### src/rtl/bus_slave_port.sv
// bus_slave_port: device-side responder on the shared bus.
// It captures address and control when the controller acks this device.
// It then moves burst+1 words between the bus and a simple local memory port.
// During the data phase it paces the master through the WAIT bit in ctrl_out.
module bus_slave_port #(
   parameter int BUS_WIDTH  = 32,
   parameter int CTRL_WIDTH = 8,
   parameter int ADDR_WIDTH = 16
) (
   input  logic                  clk,
   input  logic                  reset,
   input  logic                  ack,
   input  logic [CTRL_WIDTH-1:0] ctrl_in,
   input  logic [BUS_WIDTH-1:0]  bus_in,
   output logic [CTRL_WIDTH-1:0] ctrl_out,
   output logic [BUS_WIDTH-1:0]  bus_out,
   output logic [ADDR_WIDTH-1:0] mem_addr,
   output logic [BUS_WIDTH-1:0]  mem_wdata,
   output logic                  mem_we,
   output logic                  mem_re,
   input  logic                  mem_ready,
   input  logic                  mem_rvalid,
   input  logic [BUS_WIDTH-1:0]  mem_rdata,
   output logic                  busy
);

   typedef enum logic [2:0] {
      S_IDLE,
      S_WRITE,
      S_RD_ISSUE,
      S_RD_WAIT,
      S_RD_PRESENT,
      S_DONE
   } state_t;

   state_t                r_state;
   state_t                w_next_state;
   logic [ADDR_WIDTH-1:0] r_addr;
   logic [3:0]            r_count;    // words still to move, 1..8 while active
   logic [2:0]            r_burst;
   logic                  r_we;
   logic [BUS_WIDTH-1:0]  r_bus_out;
   logic                  w_wait;

   // The controller's own WAIT bit and the reserved bits have no meaning for this port.
   logic w_unused_ctrl;
   assign w_unused_ctrl = ^{ctrl_in[CTRL_WIDTH-1:5], ctrl_in[0]};

   // State register plus the captured transaction context and read-data holding register
   always_ff @(posedge clk or negedge reset) begin
      // NOTE: sequential state uses non-blocking (<=) so every register samples pre-edge values.
      if (!reset) begin
         r_state   <= S_IDLE;
         r_addr    <= '0;
         r_count   <= '0;
         r_burst   <= '0;
         r_we      <= 1'b0;
         r_bus_out <= '0;
      end else begin
         r_state <= w_next_state;
         case (r_state)
            S_IDLE: begin
               if (ack) begin
                  r_addr  <= bus_in[ADDR_WIDTH-1:0];
                  r_we    <= ctrl_in[1];
                  r_burst <= ctrl_in[4:2];
                  r_count <= {1'b0, ctrl_in[4:2]} + 4'd1;
               end
            end
            S_WRITE: begin
               if (mem_we) begin
                  r_addr  <= r_addr + ADDR_WIDTH'(1);
                  r_count <= r_count - 4'd1;
               end
            end
            S_RD_WAIT: begin
               if (ack && mem_rvalid) begin
                  r_bus_out <= mem_rdata;
               end
            end
            S_RD_PRESENT: begin
               if (ack) begin
                  r_addr  <= r_addr + ADDR_WIDTH'(1);
                  r_count <= r_count - 4'd1;
               end
            end
            default: begin
            end
         endcase
      end
   end

   // Next-state decode plus the combinational memory strobes and the WAIT bit
   always_comb begin
      // NOTE: every output of this block gets a default first, so no path can infer a latch.
      w_next_state = r_state;
      w_wait       = 1'b1;
      mem_we       = 1'b0;
      mem_re       = 1'b0;
      mem_wdata    = '0;
      case (r_state)
         S_IDLE: begin
            if (ack) begin
               w_next_state = ctrl_in[1] ? S_WRITE : S_RD_ISSUE;
            end
         end
         S_WRITE: begin
            w_wait = ~mem_ready;
            if (!ack) begin
               w_next_state = S_IDLE;
            end else if (mem_ready) begin
               mem_we    = 1'b1;
               mem_wdata = bus_in;
               if (r_count == 4'd1) begin
                  w_next_state = S_DONE;
               end
            end
         end
         S_RD_ISSUE: begin
            if (!ack) begin
               w_next_state = S_IDLE;
            end else if (mem_ready) begin
               mem_re       = 1'b1;
               w_next_state = S_RD_WAIT;
            end
         end
         S_RD_WAIT: begin
            if (!ack) begin
               w_next_state = S_IDLE;
            end else if (mem_rvalid) begin
               w_next_state = S_RD_PRESENT;
            end
         end
         S_RD_PRESENT: begin
            w_wait = 1'b0;
            if (!ack) begin
               w_next_state = S_IDLE;
            end else if (r_count == 4'd1) begin
               w_next_state = S_DONE;
            end else begin
               w_next_state = S_RD_ISSUE;
            end
         end
         S_DONE: begin
            if (!ack) begin
               w_next_state = S_IDLE;
            end
         end
         default: begin
            w_next_state = S_IDLE;
         end
      endcase
   end

   // Control word back to the controller: {reserved zeros, burst, we, WAIT}
   always_comb begin
      ctrl_out      = '0;
      ctrl_out[0]   = w_wait;
      ctrl_out[1]   = r_we;
      ctrl_out[4:2] = r_burst;
   end

   assign mem_addr = r_addr;
   assign bus_out  = r_bus_out;
   assign busy     = (r_state != S_IDLE);

endmodule

### config.mk
export PLATFORM = sky130hd
export DESIGN_NAME = bus_slave_port
export DESIGN_NICKNAME = d
export VERILOG_FILES = /design/src/rtl/bus_slave_port.sv
export SDC_FILE = /design/constraint.sdc
export NUM_CORES = 1
export LEC_CHECK = 0
export CAP_MARGIN = 20
export CELL_PAD_IN_SITES_DETAIL_PLACEMENT = 0
export CELL_PAD_IN_SITES_GLOBAL_PLACEMENT = 2
export CORE_UTILIZATION = 25
export CTS_BUF_LIST = sky130_fd_sc_hd__clkbuf_2
export CTS_CLUSTER_DIAMETER = 80
export DETAILED_ROUTE_END_ITERATION = 8
export PLACE_DENSITY_LB_ADDON = 0.1
export SETUP_SLACK_MARGIN = 0.3
export SYNTH_ARGS = -nofsm -noshare
export SYNTH_HDL_FRONTEND = slang
export SYNTH_SLANG_ARGS = --single-unit
### constraint.sdc
create_clock -name clk -period 4.45 [get_ports clk]
set_clock_uncertainty 0.1 [all_clocks]
set_input_delay 0.445 -clock clk [delete_from_list [all_inputs] [get_ports clk]]
set_output_delay 0.445 -clock clk [all_outputs]
set_load 0.02 [all_outputs]
==> flow_metrics.env <==
export IMPL_status="complete, no violations"
export IMPL_antenna_cells_inserted=0
export IMPL_yosysWarnings=0
export IMPL_floorplan_die_height_um=115.9
export IMPL_detail_route_antenna_nets=0
export IMPL_final_net_count=549
export IMPL_dp_hpwl_um=6919
export IMPL_horiz_die_dim_um=115.9
export IMPL_final_worst_path_cycle_share=0.7436
export IMPL_grt_max_degree=36
export IMPL_crit_family="buffers and inverters"
export IMPL_globalplace_congestion=0.7372
export IMPL_number_of_flops_mapped_to_enable_cells_by_yosys=0
export IMPL_worstMarginPinSlew_ns=0.9356
export IMPL_clock_latency_ns=0.48
export IMPL_cts_tree="yes"
export IMPL_htreeDepth=3
export IMPL_cp_data_required_time_ns=3.90
export IMPL_post_synth_num_cell_types=52
export IMPL_timing_rr_start="r_state[0]$_DFFE_PN0P_"
export IMPL_grt_usage=0.1429
export IMPL_clkSinkCount=59
export IMPL_drc=0
export IMPL_fin_crit_ns=3.309
export IMPL_syn2layout_area_growth_pct=58.73
export IMPL_number_of_global_route_vias_before_repair=2853
export IMPL_route_detailed_vias_per_inst=4.597
export IMPL_root_buffer="clkbuf_2"
export IMPL_route_vias_total=2965
export IMPL_crit_reg2reg_capture="mem_addr[10]$_DFFE_PN0P_"
export IMPL_worstSetupEndpointType="output port"
export IMPL_pin_count=168
export IMPL_worst_reg_to_reg_cells=4
export IMPL_synth_area_leaders="dfrtp_1 (46%), mux2_2 (13%), and2_1 (6.4%), a21oi_1 (2.3%), nand3_1 (1.9%)"
export IMPL_total_of_buffers_placed_on_input_and_output_ports=160
export IMPL_placementRows=41
export IMPL_timing_final_setup_violations=0
export IMPL_crit_path_start_kind="flip-flop"
export IMPL_post_synth_cell_area_avg_um2=10.39
export IMPL_firstDrtPassIters=4
export IMPL_power_ir_vdd_worst_uv=242.1
export IMPL_holdCritStartpoint="bus_in[1]"
export IMPL_finalCoreUtilization=0.4076
export IMPL_floorplan_die_area_mm2=0.01342
export IMPL_cts_path_max_buffers=2
export IMPL_grt_pass1_wl_um=14730
export IMPL_grt_setup_unrepaired="false"
export IMPL_timing_setup_tns_ns=0
export IMPL_netlist_top_cells_count="dfrtp_1 (59), mux2_2 (38), and2_1 (33)"
export IMPL_detail_route_wirelength_um=9574
export IMPL_initial_core_util=0.2568
export IMPL_clk_pin_slew_ns=0.18
export IMPL_path_max_fanout=33
export IMPL_cp_slowest_cell="dfrtp_1"
export IMPL_maximum_clock_frequency_ghz=0.3022
export IMPL_power_per_cell_area_mw_per_mm2=600.5
export IMPL_share_of_synthesized_area_occupied_by_flip_flops_and_latches=0.4556
export IMPL_post_cts_setup_buffers=0
export IMPL_critPathKind="reg2out"
export IMPL_cp_cell_sequence="inv_1 -> nor3_2 -> buf_4 -> and2_1 -> clkdlybuf4s50_1"
export IMPL_ys_seq_elements=59
export IMPL_detail_route_wl_per_cell_um=14.84
export IMPL_drv_cap=0
export IMPL_globalRoute_totalOverflow=0
export IMPL_min_delay_path_class="in2reg"
export IMPL_final_hold_viol_count=0
export IMPL_holdPathStages=3
export IMPL_worstPathArrival_ns=2.76
export IMPL_critical_path_max_stage_delay_ns=0.75
export IMPL_synth_largest_type_area_fraction=0.4556
export IMPL_synth_cell_area_mm2=0.003241
export IMPL_synth_largest_area_cell="dfrtp_1"
export IMPL_drive_gt1_frac=0.1438
export IMPL_total_leakage_power_uw=0.002048
export IMPL_cts_buffers_inserted=9
export IMPL_max_slew_violations=0
export IMPL_fp_coreArea_mm2=0.01262
export IMPL_worst_path_buf_inv=3
export IMPL_whs_endpoint="mem_addr[1]$_DFFE_PN0P_"
export IMPL_timing_slew_headroom=0.3763
export IMPL_ys_dominant_reg_cell="dfrtp_1"
export IMPL_synth_most_common_cell="dfrtp_1"
export IMPL_synth_async_reset_ratio=1.000
export IMPL_startpoint="r_state[0]$_DFFE_PN0P_"
export IMPL_reg2reg_slack_ns=1.84
export IMPL_drt_first_iter_violations=108
export IMPL_ctsResizeCount=0
export IMPL_cts_hold_repair_buffers=1
export IMPL_synth_cells=312
export IMPL_antenna_found_initial=0
## placed cells by master, fill, tap and decap left out, types with 4 or more instances in the layout
cell type | synthesis | final
inv_1 | 9 | 9
ha_1 | 4 | 4
and2_1 | 33 | 33
nand2_1 | 12 | 12
nor2b_1 | 4 | 4
mux2_2 | 38 | 38
o2bb2ai_1 | 5 | 5
a21oi_1 | 15 | 15
nor2_1 | 5 | 5
and3_1 | 5 | 5
nor3_1 | 12 | 11
dfrtp_1 | 59 | 59
nand3_1 | 12 | 12
clkbuf_2 | 0 | 10
o21ai_0 | 6 | 6
clkdlybuf4s50_1 | 0 | 159
o211ai_1 | 6 | 6
a211oi_1 | 4 | 4
a22oi_1 | 5 | 5
buf_4 | 5 | 7
or3_1 | 4 | 4
a2bb2oi_1 | 5 | 5
## cell families after synthesis
group / count (synthesis) / synth area share
AND/OR/NAND/NOR: 105 / 0.1876
AO/OA/AOI/OAI: 65 / 0.1417
flip-flops: 59 / 0.4556
multiplexers: 41 / 0.1413
buffers and inverters: 34 / 0.04672
adder cells (fa/ha/maj): 4 / 0.01544
XOR/XNOR: 3 / 0.01043
other: 1 / 0.001157
## layout make-up
class                   instances  area, um^2
fillers                      1304        7476
repair buffers                168        1659
multi-input cells             221        1629
flip-flops and latches         59        1476
well taps                     172       215.2
clock inverters                 6       80.08
clock buffers                  10       50.05
inverters                       9       33.78
## metal layers
metal,vias up,track usage,part of all wire
met5,-,0,0
met1,1436,0.1812,0.45
met4,0,0.04359,0.011
met2,71,0.2377,0.49
li1,1448,-,-
met3,10,0.03766,0.046
## worst reg2reg max path: stages (launching register included)
cell and delay [ns]:
dfrtp_1 0.75, xnor2_2 0.28, or2_0 0.60, or4_1 0.64, o311a_1 0.14
## worst max path at each step
stage	to	slack [ns]	cells after the start
final	mem_wdata[13]	1.14	5
after global routing	mem_wdata[13]	0.86	5
after CTS	mem_wdata[13]	1.06	5
after detailed placement	mem_wdata[13]	1.21	7
after global placement	mem_wdata[13]	1.21	7
after floorplan	mem_wdata[22]	2.24	5
## registers in the layout (all words and copies together) (netlist names)
name and count:
bus_out 32, mem_addr 16, r_burst 3, r_state 3, r_we 1, r_count 4
## power by group
group | switching [uW] | leakage, uW | internal [uW]
clock | 206 | 0.0000770 | 184
combinational | 814 | 0.00125 | 846
sequential | 251 | 0.000716 | 788
## stage by stage
stage / instances / hold WS, ns / cell area [um^2] / worst slack, ns / total power [uW]
2_1_floorplan: 314 / 0.04941 / 3248 / 2.236 / 1950
3_3_place_gp: 628 / 0.3866 / 5004 / 1.213 / 2706
3_5_place_dp: 628 / 0.3925 / 5004 / 1.211 / 2727
4_1_cts: 645 / 0.3604 / 5144 / 1.056 / 3133
5_1_grt: 645 / 0.3831 / 5144 / 0.8574 / 3299
6_report: 645 / 0.4239 / 5144 / 1.141 / 3089
No activity file was read; power rests on OpenSTA's default activity.
